File: config.mk
export PLATFORM = sky130hd
export DESIGN_NAME = uart_byte_tx
export DESIGN_NICKNAME = d
export VERILOG_FILES = /design/src/rtl/uart_byte_tx_pkg.sv /design/src/rtl/uart_byte_tx_baud_gen.sv /design/src/rtl/uart_byte_tx.sv
export SDC_FILE = /design/constraint.sdc
export NUM_CORES = 1
export LEC_CHECK = 0
export BUFFER_PORTS_ARGS = -buffer_cell sky130_fd_sc_hd__buf_2
export CAP_MARGIN = 20
export CORE_ASPECT_RATIO = 0.8
export CORE_MARGIN = 8
export CORE_UTILIZATION = 40
export DETAILED_ROUTE_END_ITERATION = 10
export HOLD_SLACK_MARGIN = 0.05
export PLACE_DENSITY = 0.67
export SKIP_LAST_GASP = 1
export SYNTH_ARGS = -nofsm -noshare
export SYNTH_HDL_FRONTEND = slang
export SYNTH_HIERARCHICAL = 1
export SYNTH_SLANG_ARGS = --single-unit
export TNS_END_PERCENT = 20
File: constraint.sdc
create_clock -name clk -period 2.4 [get_ports clk]
set_clock_uncertainty 0.15 [all_clocks]
set_input_delay 0.48 -clock clk [delete_from_list [all_inputs] [get_ports clk]]
set_output_delay 0.48 -clock clk [all_outputs]
set_load 0.02 [all_outputs]
File: src/rtl/uart_byte_tx_pkg.sv
// ============================================================================
// uart_byte_tx_pkg : shared UART state encoding and baud divisor helper
// Rev 1.0
// ============================================================================
`default_nettype none

package uart_byte_tx_pkg;

  typedef enum logic [2:0] {
    ST_IDLE   = 3'd0,
    ST_START  = 3'd1,
    ST_DATA   = 3'd2,
    ST_PARITY = 3'd3,
    ST_STOP   = 3'd4
  } uart_state_t;

  // Truncating divide; the RX side uses the same helper so both ends agree.
  function automatic int baud_div(input int clk_freq, input int baud_rate);
    return clk_freq / baud_rate;
  endfunction

endpackage

`default_nettype wire

File: src/rtl/uart_byte_tx_baud_gen.sv
// ============================================================================
// uart_byte_tx_baud_gen : bit-period counter, bit_end on the last clock of a bit
// Rev 1.0
// ============================================================================
`default_nettype none

module uart_byte_tx_baud_gen #(
  parameter int DIV = 10
) (
  input  logic clk,
  input  logic rst,
  input  logic clear,
  output logic bit_end
);

  localparam int CNT_W = $clog2(DIV);
  localparam logic [CNT_W-1:0] LAST = CNT_W'(DIV - 1);

  logic [CNT_W-1:0] cnt;

  always_ff @(posedge clk or posedge rst) begin
    if (rst) begin
      cnt <= '0;
    end else if (clear || cnt == LAST) begin
      cnt <= '0;
    end else begin
      cnt <= cnt + 1'b1;
    end
  end

  assign bit_end = !clear && (cnt == LAST);

endmodule

`default_nettype wire

File: src/rtl/uart_byte_tx.sv
// ============================================================================
// uart_byte_tx : UART serialiser, LSB first, optional parity and 2 stop bits
// Rev 1.0
// ============================================================================
`default_nettype none

module uart_byte_tx
  import uart_byte_tx_pkg::*;
#(
  parameter int CLK_FREQ   = 50_000_000,
  parameter int BAUD_RATE  = 115200,
  parameter int PARITY_EN  = 0,
  parameter int PARITY_ODD = 0,
  parameter int STOP_BITS  = 1
) (
  input  logic       clk,
  input  logic       rst,
  input  logic       tx_req,
  input  logic [7:0] tx_data,
  output logic       tx_busy,
  output logic       tx_done,
  output logic       txd
);

  localparam int   BAUD_DIV  = baud_div(CLK_FREQ, BAUD_RATE);
  localparam logic PAR_INIT  = (PARITY_ODD != 0);
  localparam logic STOP_LAST = (STOP_BITS == 2);

  uart_state_t state, state_nxt;
  logic [7:0]  shift_reg, shift_nxt;
  logic [2:0]  bit_idx, bit_idx_nxt;
  logic        parity, parity_nxt;
  logic        stop_idx, stop_idx_nxt;
  logic        txd_nxt, busy_nxt, done_nxt;
  logic        bit_end;

  uart_byte_tx_baud_gen #(
    .DIV (BAUD_DIV)
  ) u_baud (
    .clk     (clk),
    .rst     (rst),
    .clear   (state == ST_IDLE),
    .bit_end (bit_end)
  );

  always_ff @(posedge clk or posedge rst) begin
    if (rst) begin
      state     <= ST_IDLE;
      shift_reg <= '0;
      bit_idx   <= '0;
      parity    <= 1'b0;
      stop_idx  <= 1'b0;
      txd       <= 1'b1;
      tx_busy   <= 1'b0;
      tx_done   <= 1'b0;
    end else begin
      state     <= state_nxt;
      shift_reg <= shift_nxt;
      bit_idx   <= bit_idx_nxt;
      parity    <= parity_nxt;
      stop_idx  <= stop_idx_nxt;
      txd       <= txd_nxt;
      tx_busy   <= busy_nxt;
      tx_done   <= done_nxt;
    end
  end

  // Outputs are computed one edge ahead so txd/tx_busy/tx_done come straight from flops.
  always_comb begin
    state_nxt    = state;
    shift_nxt    = shift_reg;
    bit_idx_nxt  = bit_idx;
    parity_nxt   = parity;
    stop_idx_nxt = stop_idx;
    txd_nxt      = txd;
    busy_nxt     = tx_busy;
    done_nxt     = 1'b0;

    case (state)
      ST_IDLE: begin
        txd_nxt  = 1'b1;
        busy_nxt = 1'b0;
        if (tx_req) begin
          shift_nxt    = tx_data;
          parity_nxt   = PAR_INIT;
          bit_idx_nxt  = 3'd0;
          stop_idx_nxt = 1'b0;
          txd_nxt      = 1'b0;
          busy_nxt     = 1'b1;
          state_nxt    = ST_START;
        end
      end
      ST_START: begin
        if (bit_end) begin
          txd_nxt     = shift_reg[0];
          parity_nxt  = parity ^ shift_reg[0];
          shift_nxt   = shift_reg >> 1;
          bit_idx_nxt = 3'd0;
          state_nxt   = ST_DATA;
        end
      end
      ST_DATA: begin
        if (bit_end) begin
          if (bit_idx == 3'd7) begin
            if (PARITY_EN != 0) begin
              txd_nxt   = parity;
              state_nxt = ST_PARITY;
            end else begin
              txd_nxt   = 1'b1;
              state_nxt = ST_STOP;
            end
          end else begin
            bit_idx_nxt = bit_idx + 3'd1;
            txd_nxt     = shift_reg[0];
            parity_nxt  = parity ^ shift_reg[0];
            shift_nxt   = shift_reg >> 1;
          end
        end
      end
      ST_PARITY: begin
        if (bit_end) begin
          txd_nxt   = 1'b1;
          state_nxt = ST_STOP;
        end
      end
      ST_STOP: begin
        txd_nxt = 1'b1;
        if (bit_end) begin
          if (stop_idx == STOP_LAST) begin
            busy_nxt  = 1'b0;
            done_nxt  = 1'b1;
            state_nxt = ST_IDLE;
          end else begin
            stop_idx_nxt = 1'b1;
          end
        end
      end
      default: begin
        txd_nxt   = 1'b1;
        busy_nxt  = 1'b0;
        state_nxt = ST_IDLE;
      end
    endcase
  end

endmodule

`default_nettype wire

# [Word level (Yosys, flattened, before mapping)]
# Cells that the tools add are included.
[classes] mux=36 n_reduce_logical=12 add_sub_neg=2 bitwise_logic=1 eq_ne=14
[op_table] cell="$mux 3" n=11
[op_table] cell="$mux 8" n=4
[op_table] cell="$pmux 8 s3" n=1
[op_table] cell="$ne 2x2->1 const B" n=8
[op_table] cell="$pmux 3 s5" n=1
[op_table] cell="$mux 1" n=14
[op_table] cell="$add 9x1->9 const B" n=1
[op_table] cell="$eq 9x9->1 const B" n=1
[op_table] cell="$mux 9" n=1
[op_table] cell="$pmux 3 s3" n=1
[op_table] cell="$reduce_and 3->1" n=3
[op_table] cell="$reduce_and 7->1" n=1
[op_table] cell="$eq 3x2->1 const B" n=2
[op_table] cell="$eq 3x3->1 const B" n=2
[op_table] cell="$reduce_and 5->1" n=1
[op_table] cell="$pmux 1 s4" n=1
[op_table] cell="$add 3x1->3 const B" n=1
[op_table] cell="$eq 3x1->1 const B" n=1
[op_table] cell="$logic_not 3->1" n=1
[op_table] cell="$pmux 1 s3" n=1
[op_table] cell="$reduce_bool 3->1" n=1
[op_table] cell="$reduce_or 3->1" n=1
[op_table] cell="$pmux 1 s2" n=1
[op_table] cell="$reduce_bool 2->1" n=1
[op_table] cell="4 further kinds" n=4
[word_totals] regBits=27 word_cells=73 input_bits=11

# [Longest topological paths before layout]
# Gate-level depths: netlist of run 1.
[logic_depth] ltp_word=5 mapped_depth=9 ltp_nobuf=8

# [By module]
# The synthesis of run 1 kept the hierarchy.
[modules_own_cells] module="uart_byte_tx" n_inst=1 seq_area_each_um2=426.7 cells_each=82 area_per_inst_um2=887.1
[modules_own_cells] module="uart_byte_tx_baud_gen" n_inst=1 seq_area_each_um2=225.2 cells_each=49 area_per_inst_um2=490.5

# [Worst setup path after synthesis of run 1]
# No wires, ideal clock.
[synth_timing] kind="register to register" startpoint="reg state[2]" endpoint="reg bit_idx[0]" t_required_ns=2.122 path_slack_ns=-0.191 setup_ns=0.128 stages_incl_launch_ff=7 arrival_time_ns=2.313 path_cell_list="dfrtp_1 > clkbuf_1 > nor3_1 > nor4_1 > nand4bb_1 > a31oi_4 > mux2_1"
[synth_via] elab_chain_cells=5 word_cells_on_any_way=12 cone_classes="6 x eq/ne; 1 x mux; 5 x reduce/logical"
[synth_rtl] element="start, declared" line="uart_byte_tx.sv:29" source="uart_state_t state, state_nxt;"
[synth_rtl] element="start signal, assigned" line="uart_byte_tx.sv:57" source="state <= state_nxt;"
[synth_rtl] element="$logic_not 3->1 (*)" line="uart_byte_tx.sv:42" source=".clear (state == ST_IDLE),"
[synth_rtl] element="$logic_not 1->1 (*)" line="uart_byte_tx_baud_gen.sv:31" source="assign bit_end = !clear && (cnt == LAST);"
[synth_rtl] element="$logic_and 1x1->1 (*)" line="uart_byte_tx_baud_gen.sv:31"
[synth_rtl] element="net bit_end" line="uart_byte_tx.sv:35" source="logic bit_end;"
[synth_rtl] element="$ne 2x2->1 (no source line)"
[synth_rtl] element="$reduce_and 5->1 (no source line) (*)"
[synth_rtl] element="end signal, assigned" line="uart_byte_tx.sv:59" source="bit_idx <= bit_idx_nxt;"
[synth_rtl] element="end, declared" line="uart_byte_tx.sv:31" source="logic [2:0] bit_idx, bit_idx_nxt;"
# The timed path passes the listed nets; every way through them passes the cells marked *.
# A chain may end at the register's enable or synchronous reset.

# [Worst setup path in the final report of run 1]
[layout_timing] startpoint="reg u_baud.cnt[6]" endpoint="reg bit_idx[0]"
[layout_via] elab_chain_cells=4 word_cells_on_any_way=5 cone_classes="3 x eq/ne; 2 x reduce/logical"
[layout_rtl] element="start, declared" line="uart_byte_tx_baud_gen.sv:19" source="logic [CNT_W-1:0] cnt;"
[layout_rtl] element="start signal, assigned" line="uart_byte_tx_baud_gen.sv:27" source="cnt <= cnt + 1'b1;"
[layout_rtl] element="$eq 9x9->1 (*)" line="uart_byte_tx_baud_gen.sv:31"
[layout_rtl] element="$logic_and 1x1->1 (*)" line="uart_byte_tx_baud_gen.sv:31"
[layout_rtl] element="net bit_end" line="uart_byte_tx.sv:35"
[layout_rtl] element="$ne 2x2->1 (no source line)"
[layout_rtl] element="$reduce_and 5->1 (no source line) (*)"
# Marked as above.

==> summary.txt, run 1 <==
STA
  • Hold slack: 0.301 ns
  • Final number of hold-violating endpoints: 0
  • Final min period: 2.21 ns
  • Setup_tns: 0 ns
  • Tcrit/Tclk final: 92.1%
  • F_max: 453 MHz
  • # setup viols final: 0
  • Rel. slew slack: 56.1%
  • Max-slew violations: 0
  • Setup repair after global routing missed its margin: false
  • Worst slew pin tran: 0.658 ns

Worst setup path
  • Setup Crit Path Kind: reg -> reg
  • CP max-delay cell: or3_4
  • CP max FO: 6
  • Worst setup SP type: register
  • Data arrival time of the worst path: 2.21 ns
  • Crit-path cells: or3_4 > nor4_4 > nand3b_1 > a31oi_4 > mux2_1
  • Crit path capture type: register
  • Crit path largest cell delay: 0.44 ns
  • Worst Path Required: 2.40 ns

Logic synthesis
  • Net Count, Synth: 146
  • Yosys top cell area share: 45.4%
  • Synth warn: 6
  • #FFs+latches synth: 26
  • Mean post-synth cell area: 10.5 um2
  • Synthesized cell area: 1380 um2
  • Count leader, synth: dfrtp_1
  • Leading area contributor after synthesis: dfrtp_1
  • Synth unique cells: 41
  • Commonest cells in the netlist: dfrtp_1 (25), nor2_1 (15), inv_1 (10)
  • Post-synth top flop: dfrtp_1
  • Async SR Flop Fraction: 100%
  • Post-synth EDFFs: 0
  • Sequential-to-total area share from yosys stat: 47.3%
  • Synth top area cells: dfrtp_1 (45%), mux2i_1 (5.1%), a21oi_2 (4.5%)
  • Cells after Synth: 131

Die
  • Core ar.: 3380 um2
  • Row count: 19
  • Initial Util: 40.8%
  • Die extent in x: 81.6 um
  • Die area: 5590 um2
  • Die H: 68.5 um
  • IO Count: 14

Detailed routing
  • Vias/cell: 5.22
  • Post-route ant nets: 0
  • DRC errors left: 0
  • Drt total wl: 2.64 mm
  • Drt wl/cell: 13.5 um
  • TritonRoute pass-1 iters: 4
  • 1st-iter DRT viols: 35
  • Via count: 1024

Clocking
  • Clock Path Buffers: 2
  • Clock-pin slew on the worst setup and hold paths: 0.09 ns
  • Root buf cell: clkbuf_8
  • H-tree levels: 1
  • CTS tree: done
  • Clock sink count: 26
  • TritonCTS buffer count: 3
  • Clock latency on the worst-skew pair: 0.27 ns

Layout
  • Antenna diode count: 0
  • Finished Layout Cells: 196
  • Final core utilization: 48.4%
  • FF/Latch Area: 652 um2
  • Footprint of the multi-input gates: 681 um2
  • Area grow syn2layout: 18.5%
  • Filler cells: 320
  • Share of cells above drive strength 1: 26.6%
  • Max FFs per register: 9
  • Final net count: 170

Status
  • Status: complete, no violations

GRT
  • Number of global-route vias before repair: 1097
  • Gr usage total: 10.7%
  • Largest net degree at the start of global routing: 18
  • GRT overflow: 0
  • First-pass GRT wire length: 4.71 mm
  • Initial antenna violation count: 0

Pwr
  • Maximum vdd ir drop: 357 uV
  • Lkg Pwr: 0.000740 uW
  • PD cells: 514 nW/um2

Hold path
  • Class of the worst hold path: in -> reg

Flow run
  • Max Cap Viol: 0

Placed design
  • Gp weighted congestion: 0.780
  • Port bufs: 13
  • Placed cells: 191
  • HPWL after DPL: 2.03 mm
## repair_timing
item / 4_1_cts / 5_1_grt
hold buffers: 1 / 0
setup endpoints to repair: 0 / 9
buffers inserted: 0 / 0
resized for setup: 0 / 2
endpoints found under the hold margin: 9 / 0
## metrics by stage
| step | power, uW | area (um2) | worst slack [ns] |
|---|---|---|---|
| 6_report | 839 | 1630 | 0.191 |
| 5_1_grt | 883 | 1630 | 0.0633 |
| 4_1_cts | 857 | 1620 | 0.0366 |
| 3_5_place_dp | 489 | 1540 | 0.0563 |
| 3_3_place_gp | 487 | 1540 | 0.136 |
| 2_1_floorplan | 475 | 1380 | 0.00362 |
## worst max-delay path, delay by kind of cell (launching register included)
kind | cells | cell delay, ns
flops | 1 | 0.42
mux | 1 | 0.36
simple gates | 3 | 0.88
compound gates | 1 | 0.28
## final cells by class
type,count,area share [%]
clock inverters,1,1.84
well taps,42,3.22
inverters,10,2.30
multi-input cells,92,41.7
flip-flops and latches,26,39.9
repair buffers,22,8.51
clock buffers,3,2.53
## per-layer routing
metal	part of all wire [%]	global-route usage (%)	vias to the layer above
li1	-	-	511
met1	48	13.3	498
met2	47	17.7	13
met3	3.7	2.72	2
met4	1.2	4.15	0
met5	0	0	-
## power breakdown
| part | switching (uW) | internal, uW |
|---|---|---|
| combinational | 17.7 | 13.9 |
| sequential | 3.80 | 445 |
| clock | 136 | 223 |
## final timing paths
check / from / endpoint / slack [ns] / cells after the start
max in group asynchronous: rst / shift_reg[5] / 0.99 / 3
min: tx_data[7] / shift_reg[7] / 0.30 / 3
max reg2reg: u_baud/cnt[6] / bit_idx[0] / 0.19 / 5
min in group asynchronous: rst / u_baud/cnt[5] / 0.55 / 3
max: u_baud/cnt[6] / bit_idx[0] / 0.19 / 5
min reg2reg: shift_reg[4] / shift_reg[4] / 0.37 / 2
## kinds of logic (layout without fill, tap and decap cells)
family                     count (synthesis)  after routing  synth area share [%]
buffers and inverters                     13             36                  4.36
muxes                                      8              8                  5.90
xor gates and xnor gates                   3              3                  1.91
and+or+nand+nor                           47             47                  19.2
adders and majority gates                  4              4                  3.63
DFF                                       26             26                  47.3
AOI/OAI and AO/OA                         30             30                  17.7
## placed cells by master (no fill, tap or decap), types with 2 or more instances in the layout
master and count:
nand3_1 5, clkbuf_8 3, o21ai_0 3, nor3_1 2, or3_1 2, ha_1 4
nand2b_1 4, o21a_1 2, nor2_1 15, mux2i_1 7, xor2_1 2, a31oi_1 3
o221ai_1 2, o21ai_1 3, buf_4 7, a21oi_1 4, nand3b_1 3, dfrtp_1 25
nand2_1 6, buf_2 13, a21oi_2 7, inv_1 10
(Power assumes the default switching activity.)
==> run 2, diff against run 1 <==
--- a/config.mk
+++ b/config.mk
@@ -10,3 +10,3 @@
 export CORE_ASPECT_RATIO = 0.8
-export CORE_MARGIN = 8
+export CORE_MARGIN = 2
 export CORE_UTILIZATION = 40
==> constraint.sdc (replaced) <==
create_clock -name clk -period 2.4 [get_ports clk]
set_clock_uncertainty 0.15 [all_clocks]
set_input_delay 0.24 -clock clk [delete_from_list [all_inputs] [get_ports clk]]
set_output_delay 0.24 -clock clk [all_outputs]
set_load 0.02 [all_outputs]
==> run 2 against run 1 <==
Against the previous run:
- first-iteration DRC count is 57% higher
- clock power down 30%
- flip-flop and latch count unchanged
- sequential power about the same
- total power is 13% lower
- combinational power about the same
- register-to-register slack worse by 0.06 ns
- fmax down 2.6%
- die area shrank 30%
- sequential share of layout area increased by 0.65 points
- cell area decreased by 1.6%
- critical path depth is 2 higher
- critical endpoint is now shift_reg[7]
==> summary.txt, run 2 (same netlist as run 1, synthesis figures left out) <==
Clocking
  • Clock sink count: 26 (unchanged)
  • Root buf cell: clkbuf_8
  • Clock latency on the worst-skew pair: 0.27 ns (about the same)
  • H-tree levels: 1 (unchanged)
  • TritonCTS buffer count: 3 (unchanged)
  • Clock Path Buffers: 2 (unchanged)
  • Setup repair bufs after CTS: 0 (unchanged)
  • CTS tree: done
  • Clock-pin slew on the worst setup and hold paths: 0.08 ns (about the same)

Detailed routing
  • 1st-iter DRT viols: 55 (+57%)
  • Drt wl/cell: 12.5 um (-7.5%)
  • TritonRoute pass-1 iters: 4 (unchanged)
  • Post-route ant nets: 0 (unchanged)
  • DRC errors left: 0 (unchanged)
  • Vias/cell: 5.02 (-4.0%)
  • Drt total wl: 2.45 mm (-7.5%)
  • Via count: 983 (-4.0%)

STA
  • Max-slew violations: 0 (unchanged)
  • F_max: 441 MHz (-2.6%)
  • # setup viols final: 0 (unchanged)
  • Worst slew pin tran: 0.665 ns (+0.00721 ns)
  • Tcrit/Tclk final: 94.5% (+2.4 points)
  • Rel. slew slack: 55.6% (-0.48 points)
  • Final number of hold-violating endpoints: 0 (unchanged)
  • Final min period: 2.27 ns (+0.0582 ns)

Placed design
  • Placed cells: 191 (unchanged)
  • Port bufs: 13 (unchanged)
  • Gp weighted congestion: 0.778 (-0.33%)
  • HPWL after DPL: 1.81 mm (-11%)

Pwr
  • Maximum vdd ir drop: 381 uV (+6.7%)
  • PD cells: 455 nW/um2 (-11%)
  • Total power: 731 uW (-13%)
  • Lkg Pwr: 0.000727 uW (-1.8%)

GRT
  • Gr usage total: 13.7% (+2.9 points)
  • First-pass GRT wire length: 4.31 mm (-8.5%)
  • Met3 GRT Util: 4.31% (+1.6 points)
  • Largest net degree at the start of global routing: 18 (unchanged)
  • Met2 usage: 22.8% (+5.1 points)
  • GR peak layer: met2
  • Number of global-route vias before repair: 997 (-9.1%)
  • Met1 usage: 17.4% (+4.1 points)
  • GRT overflow: 0 (unchanged)
  • Initial antenna violation count: 0 (unchanged)

Die
  • Row count: 19 (unchanged)
  • Initial Util: 41.1% (+0.29 points)
  • IO Count: 14 (unchanged)
  • Die extent in x: 69.6 um (-15%)
  • Die area: 3930 um2 (-30%)
  • Die H: 56.5 um (-18%)
  • Core ar.: 3350 um2 (-0.70%)

Worst setup path
  • CP max-delay cell: or3_4
  • Crit path largest cell delay: 0.45 ns (about the same)
  • CP max FO: 16 (+10)
  • RR Endpoint: shift_reg[7]
  • CP Launch Point: u_baud/cnt[6]
  • Worst R2R Setup Slack: 0.13 ns (-0.06 ns)
  • Worst setup SP type: register
  • Crit-path cells: or3_4 > nor4_4 > nand4bb_1 > a31oi_4 > buf_6 > nand3b_1 > o21ai_1
  • Setup Crit Path Kind: reg -> reg
  • Worst Path Required: 2.44 ns (+0.04 ns)
  • Data arrival time of the worst path: 2.31 ns (+0.10 ns)
  • Worst Reg-to-Reg Cells: 7 (+2)
  • Reg2reg start: u_baud/cnt[6]
  • Crit path capture type: register

Layout
  • Antenna diode count: 0 (unchanged)
  • Most frequent cells in the layout: dfrtp_1 (25), nor2_1 (15), buf_2 (13)
  • Commonest non-fill, non-tap cell in the layout: dfrtp_1
  • Final core utilization: 47.9% (-0.44 points)
  • Finished Layout Cells: 196 (unchanged)
  • Final net count: 170 (unchanged)
  • Share of cells above drive strength 1: 26.0% (-0.65 points)
  • Max FFs per register: 9 (unchanged)
  • Area grow syn2layout: 16.6%
  • Filler cells: 296 (-7.5%)

Hold path
  • Worst Hold Endpoint: shift_reg[7]
  • Class of the worst hold path: in -> reg
  • Hold Path Depth: 3 (unchanged)
  • HP Start: tx_data[7]

Flow run
  • Max Cap Viol: 0 (unchanged)

Status
  • Status: complete, no violations
[run 2: cell types whose count changed in the layout (fill, tap and decap cells not counted), sizes merged]
cell    change
bufinv      -1
clkbuf      +1
[run 2: through the flow]
stage	setup TNS, ns	instance area [um2]	worst slack [ns]	hold slack, ns
floorplan	0	1380	0.00362	-0.0821
global placement	0	1540	0.142	0.0734
detailed placement	0	1540	0.0709	0.0764
CTS	0	1590	0.0431	0.0807
global route	-0.00144	1610	-0.00144	0.110
finish	0	1610	0.133	0.104
[run 2: worst max-delay path: cells and delay by family (launching register included)]
| kind | cells | cell delay (ns) |
|---|---|---|
| DFF | 1 | 0.42 |
| buffers and inverters | 1 | 0.22 |
| and+or+nand+nor | 4 | 1.02 |
| AOI/OAI and AO/OA | 2 | 0.40 |
[run 2: cell type report]
cell class	count	area (um2)	area share (%)
Timing Repair Buffer	22	139	8.64
Multi-Input combinational cell	92	681	42.4
Clock buffer	4	45.0	2.80
Inverter	10	37.5	2.34
Sequential cell	26	652	40.6
Tap cell	42	52.6	3.27
[run 2: report_power, final]
| group | leakage [uW] | switching, uW | internal (uW) |
|---|---|---|---|
| registers | 0.000316 | 3.86 | 445 |
| logic | 0.000388 | 17.8 | 13.9 |
| clock network | 0.0000228 | 132 | 119 |
[run 2: how the worst max path moves through the flow]
stage / cells past startpoint / end
after floorplan: 6 / bit_idx[0]
after global placement: 7 / shift_reg[7]
after detailed placement: 7 / shift_reg[1]
after CTS: 7 / shift_reg[7]
after global routing: 7 / shift_reg[7]
final: 7 / shift_reg[7]
[run 2: layer usage]
metal / vias to the layer above / part of all wire (%)
li1: 513 / -
met1: 455 / 48
met2: 13 / 48
met3: 2 / 3.6
met4: 0 / 0.78
met5: - / 0
[run 2: timing repair]
item / CTS / global route
hold endpoints to repair: 25 / 0
resized for setup: 0 / 2
hold buffers: 1 / 0
endpoints found under the setup margin: 0 / 9
